==> src/rtl/sprite_pixel_gen.sv <==
// Eight-slot sprite shifter: per-slot horizontal countdown, then 2bpp pixel shift-out; lowest active opaque slot wins.
// Output is combinational from held state (zero latency); no backpressure, ce=0 freezes all state.
module sprite_pixel_gen #(
    parameter int NSLOT = 8
) (
    input  logic        clk,
    input  logic        reset,
    input  logic        ce,
    input  logic [2:0]  slot,
    input  logic [3:0]  load,
    input  logic [26:0] load_in,
    input  logic        is_spr0,
    input  logic        tick,
    output logic [4:0]  spr_pixel,
    output logic        spr0_win
);

    typedef struct packed {
        logic [7:0] x_cnt;
        logic [7:0] sh1;
        logic [7:0] sh2;
        logic [1:0] pal;
        logic       pri;
        logic       s0;
    } slot_t;

    slot_t slots_q [NSLOT];
    slot_t slots_d [NSLOT];

    // Tick is applied first so that any field strobed by load overrides it.
    always_comb begin
        for (int i = 0; i < NSLOT; i++) begin
            slots_d[i] = slots_q[i];
            if (tick) begin
                if (slots_q[i].x_cnt != 8'd0) begin
                    slots_d[i].x_cnt = slots_q[i].x_cnt - 8'd1;
                end else begin
                    slots_d[i].sh1 = {1'b0, slots_q[i].sh1[7:1]};
                    slots_d[i].sh2 = {1'b0, slots_q[i].sh2[7:1]};
                end
            end
            if (slot == 3'(i)) begin
                if (load[3]) slots_d[i].sh1   = load_in[26:19];
                if (load[2]) slots_d[i].sh2   = load_in[18:11];
                if (load[1]) slots_d[i].x_cnt = load_in[10:3];
                if (load[0]) begin
                    slots_d[i].pal = load_in[2:1];
                    slots_d[i].pri = load_in[0];
                    slots_d[i].s0  = is_spr0;
                end
            end
        end
    end

    always_ff @(posedge clk) begin
        for (int i = 0; i < NSLOT; i++) begin
            if (reset) begin
                slots_q[i] <= '0;
            end else if (ce) begin
                slots_q[i] <= slots_d[i];
            end
        end
    end

    // Scan from the highest index down so the lowest qualifying slot is the last writer.
    always_comb begin
        spr_pixel = 5'd0;
        spr0_win  = 1'b0;
        for (int i = NSLOT - 1; i >= 0; i--) begin
            if (slots_q[i].x_cnt == 8'd0 && (slots_q[i].sh1[0] || slots_q[i].sh2[0])) begin
                spr_pixel = {slots_q[i].pri, slots_q[i].pal, slots_q[i].sh2[0], slots_q[i].sh1[0]};
                spr0_win  = slots_q[i].s0;
            end
        end
    end

endmodule

==> config.mk <==
export PLATFORM = sky130hd
export DESIGN_NAME = sprite_pixel_gen
export DESIGN_NICKNAME = d
export VERILOG_FILES = /design/src/rtl/sprite_pixel_gen.sv
export SDC_FILE = /design/constraint.sdc
export NUM_CORES = 1
export LEC_CHECK = 0
export BUFFER_PORTS_ARGS = -buffer_cell sky130_fd_sc_hd__buf_2
export CAP_MARGIN = 15
export CORE_ASPECT_RATIO = 0.8
export CORE_MARGIN = 5
export CORE_UTILIZATION = 55
export CTS_BUF_LIST = sky130_fd_sc_hd__clkbuf_4
export CTS_CLUSTER_DIAMETER = 200
export DETAILED_ROUTE_END_ITERATION = 12
export PLACE_DENSITY = 0.72
export SETUP_SLACK_MARGIN = 0.5
export SYNTH_ARGS = -nofsm -noshare
export SYNTH_HDL_FRONTEND = slang
export SYNTH_SLANG_ARGS = --single-unit
==> constraint.sdc <==
create_clock -name clk -period 4.9 [get_ports clk]
set_input_delay 1.225 -clock clk [delete_from_list [all_inputs] [get_ports clk]]
set_output_delay 1.225 -clock clk [all_outputs]
set_load 0.05 [all_outputs]
# Yosys cells after proc, flatten, opt, wreduce, memory -nomap -nowiden
# Memory sizes are Yosys's and may differ from the RTL's.
# Index checks and enable logic that the tools add are counted.
# W data, S select, Z words.
# classes
add_sub_neg	8
n_eq_ne	7
mux	93
bitwise	8
n_reduce_logical	33
# op_table
op	count
$mux W28	16
$mux W8	32
$mux W24	8
$mux W16	8
$logic_not A8 Y1	8
$reduce_bool A8 Y1	8
$sub A8 B1 Y8 const B	8
$mux W5	8
$mux W4	8
$mux W1	13
$eq A3 B3 Y1 const B	4
$logic_and A1 B1 Y1	8
$logic_or A1 B1 Y1	8
$or A1 B1 Y1	8
$eq A3 B2 Y1 const B	2
$eq A3 B1 Y1 const B	1
$logic_not A3 Y1	1
# word_totals
register_bits	0
mem_bits_rw	224
output_inout_bits	6
elab_cells	150
mem_count	1
# memory_table
name	depth	word_bits	rd	rd_clocked_by_memory_dff	write_ports	line_no	rtl
slots_q	8	28	8	0	8	27	slot_t slots_q [NSLOT];

# Logic depth before layout (Yosys ltp)
# depth
depth_word	10
ltp_mapped	9
depth_no_buf	7

# Least setup slack after synthesis
# Ideal clock, no wire load.
# synth_timing
path_type	input to register
startpoint	input port reset
endpoint	memory slots_q[0][100] in the netlist's numbering, enable pin
setup_ns	0.472
arrival_ns	3.815
setup_slack_ns	0.613
cell_stages	2
n_path_buf	1
path_cell_list	clkbuf_1 > or2_2
# synth_rtl
item	line_no	rtl
from (decl)	7	input logic reset,
to (decl)	27	

==> metrics.md <==
| Metric | Value |
|---|---|
| Net switching power figure | 0.00140 W |
| 1st-iter DRT viols | 1092 |
| Total CTS buffers | between 50 and 60 |
| Startpoint types | register |
| Int Pwr | between 0.003 and 0.004 W |
| Final hold violation count | 0 |
| Fin nets | 1360 |
| Hold buffer count at CTS | 0 |
| Final TNS setup | 0 ns |
| Final Setup Violations | 0 |
| Post-Syn Instances | 1286 |
| Worst-path maximum fanout | 10 |
| Switch share | 0.296 |
| Unrepaired setup endpoints after global routing | yes |
| Cell area after synthesis | ~0.013 mm2 |
| Clk slew on worst S/H paths | 0.06 ns |
| FP Rows | 51 |
| Final slew viol count | 0 |
| Detail Placement HPWL | roughly 22000 um |
| Crit path from | slots_q[1][82] |
| Layout Utilization | 0.597 |
| Crit Path Class | reg2out |
| Seq cells post-synth | roughly 220 |
| CTS root buf | clkbuf_4 |
| Final Wtd Congestion | approximately 0.85 |
| Tmin final | 4.23 ns |
| Status | complete, no violations |
| Post-synth EDFFs | 224 |
| DRT Pass-1 Iters | 7 |
| Area contributors post-synth | edfxtp_1 (50%), mux2i_1 (7.6%), a211oi_1 (6.1%), nor2_1 (5.3%), nand3_1 (4.0%) |
| Crit. End Element | primary output |
| Port Buffers | 44 |
| Area Growth Syn to Fin | 7.94% |
| Initial Util | 0.553 |
| WL/cell | 20.3 um |
| Die Wd | between 150 and 200 um |
| Cell taking the most area after synthesis | edfxtp_1 |
| Clock tree buffer depth | 3 |
| Largest net degree at the start of global routing | slightly above 90 |
| CTS tree | done |
| Clock Skews | 0.0351 ns |
| DRT Wirelength | 33700 um |
| Number of flip-flops in the largest register | about 220 |
| Largest Register | slots_q |
| Avg Cell Area, Syn | 10.4 um2 |
| Combinational Power Share | 0.166 |
| Hold Path Depth | 2 |
| Async S/R FF share, synth | 0 |
| Worst r2r dst | slots_q[0][110] |
| Maximum VDD drop | 0.203 mV |
| Worst EP arrival | 3.00 ns |
| Cell Pwr Density | between 300 and 400 mW/mm2 |
| Count of cell types in the netlist | 58 |
| Ys flop type | edfxtp_1 |
| H-tree depth | 2 |
| Max-slew headroom | 0.434 |
| Placed cells | between 1.5k and 2k |
| Pleak | around 5.8 nW |
| Register area share after synthesis | 0.504 |
| R2R depth | 7 |
| Largest regs | slots_q x224 |
| Non-filler instance count after layout | 1663 |
| Final ANT Viol Nets | 0 |
| I/O pin count | 45 |
| Mapped Nets | 1341 |
| R2R Setup Slk | 1.79 ns |
| Post-synth top area share | 0.504 |
| Vias per inst | 6.21 |
| Min-delay worst type | reg2reg |
| Period utilisation layout | 0.863 |
| Global-route wire length before repair | 52900 um |
| Core area | roughly 0.024 mm2 |
| DRC viols | 0 |
| DR vias | 10.3k |
| GRT Residual Overflow | 0 |
| Initial antenna violation count | 1 |
| Clock share of power | 0.330 |
| Share of layout cells above drive strength 1 | 0.145 |
| R2r startpoint | slots_q[0][104] |
| WHS | 0.658 ns |
| Worst endpoint required time | approximately 3.7 ns |
| Max Fclk | 236 MHz |
| Die ar. | 0.0275 mm2 |
| All-Layer GR Usage | 0.242 |
| Vias in the first global route | 9679 |
| Synth warn | 0 |
| Worst-margin pin slew | roughly 0.85 ns |
| Worst setup path endpoint | spr_pixel[1] |
| Clock Sinks | 224 |
| Sequential share of power | 0.505 |
| Maxcap violations | 0 |
| Die height | 149 um |
| Clk_lat worst skew | about 0.70 ns |
| Pwr Total | 0.00473 W |
cells in the mapped netlist, drive strengths merged (5+ instances only):
cell type and number:
o21bai 9, clkbuf 53, xor2 23, a211oi 108
mux2i 102, nor3b 11, buf 47, nand3b 9
inv 17, a311o 5, xnor2 33, and2 12
or3 5, ha 16, nor4 14, a32oi 7
nor2 190, nor4b 9, and3 6, nand4 7
edfxtp 224, o211ai 10, o21ai 8, a311oi 14
nand2 133, a21oi 64, a221oi 8, nand3 108
or2 5
worst min-delay path by stage:
stage | startpoint | endpoint
after floorplan | slots_q[1][39] | slots_q[1][39]
after global placement | slots_q[0][19] | slots_q[0][19]
after detailed placement | slots_q[0][11] | slots_q[0][11]
after CTS | slots_q[0][11] | slots_q[0][11]
after global routing | slots_q[0][103] | slots_q[0][103]
final | slots_q[0][47] | slots_q[0][47]
cell families after synthesis:
| logic type | Yosys count | synth area share |
|---|---|---|
| buf+inv | 117 | 0.0372 |
| xor+xnor | 56 | 0.0367 |
| simple gates | 518 | 0.192 |
| flops | 224 | 0.504 |
| fa+ha+maj | 16 | 0.0150 |
| compound gates | 249 | 0.135 |
| mux | 106 | 0.0798 |
layout make-up:
| class | count | area (um2) |
|---|---|---|
| fillers | 2051 | 9710 |
| flip-flops and latches | 224 | 6730 |
| multi-input cells | 945 | 6160 |
| clock buffers | 82 | 616 |
| well taps | 318 | 398 |
| repair buffers | 59 | 370 |
| clock inverters | 16 | 71.3 |
| inverters | 17 | 63.8 |
| diodes | 2 | 5.00 |
what timing repair did:
item                                    CTS  global route
gates resized for setup                   0             4
endpoints found under the setup margin    0             6
buffers inserted                          0             4
metal layers:
metal  routed length [um]  vias to the layer above  global-route usage
met5                    0                        -                   0
met4                 1070                        0              0.0783
met3                 2370                       78              0.0488
met2                14800                      355               0.363
met1                15500                     5017               0.356
li1                     -                     4871                   -
worst max-delay path: stages, from the launching register on:
cell and delay (ns):
edfxtp_1 0.45, nor4_4 0.61, nand3_1 0.20, a311o_1 0.40, o211ai_1 0.21, a21oi_1 0.19
buf_2 0.25
per-stage QoR:
stage / cell area [um2] / worst slack [ns]
after floorplan: 13400 / 0.613
after global placement: 13700 / 1.41
after detailed placement: 13700 / 1.35
after CTS: 14400 / 0.587
after global routing: 14400 / 0.500
final: 14400 / 0.670
power by group through the flow:
stage	Combinational [W]	Sequential, W	Clock [W]
floorplan	0.000591	0.00239	0
global placement	0.000746	0.00242	0
detailed placement	0.000763	0.00242	0
CTS	0.000768	0.00238	0.00158
global route	0.000857	0.00240	0.00168
finish	0.000783	0.00239	0.00156
placed cells by master (no fill, tap or decap), drive strengths merged, types with 2 or more instances in the layout:
master  instances
a211oi        108
a21oi          64
a221oi          8
a22oi           4
a311o           5
a311oi         14
a32oi           7
and2           12
and3            6
buf            59
clkbuf         82
clkinv         14
diode           2
edfxtp        224
ha             16
inv            18
mux2            4
mux2i         102
nand2         133
nand3         108
nand3b          9
nand4           7
nor2          190
nor3            3
nor3b          11
nor4           14
nor4b           9
o211ai         10
o21a            4
o21ai           8
o21bai          9
or2             5
or3             5
or3b            2
xnor2          33
xor2           23
(Power assumes the default switching activity.)
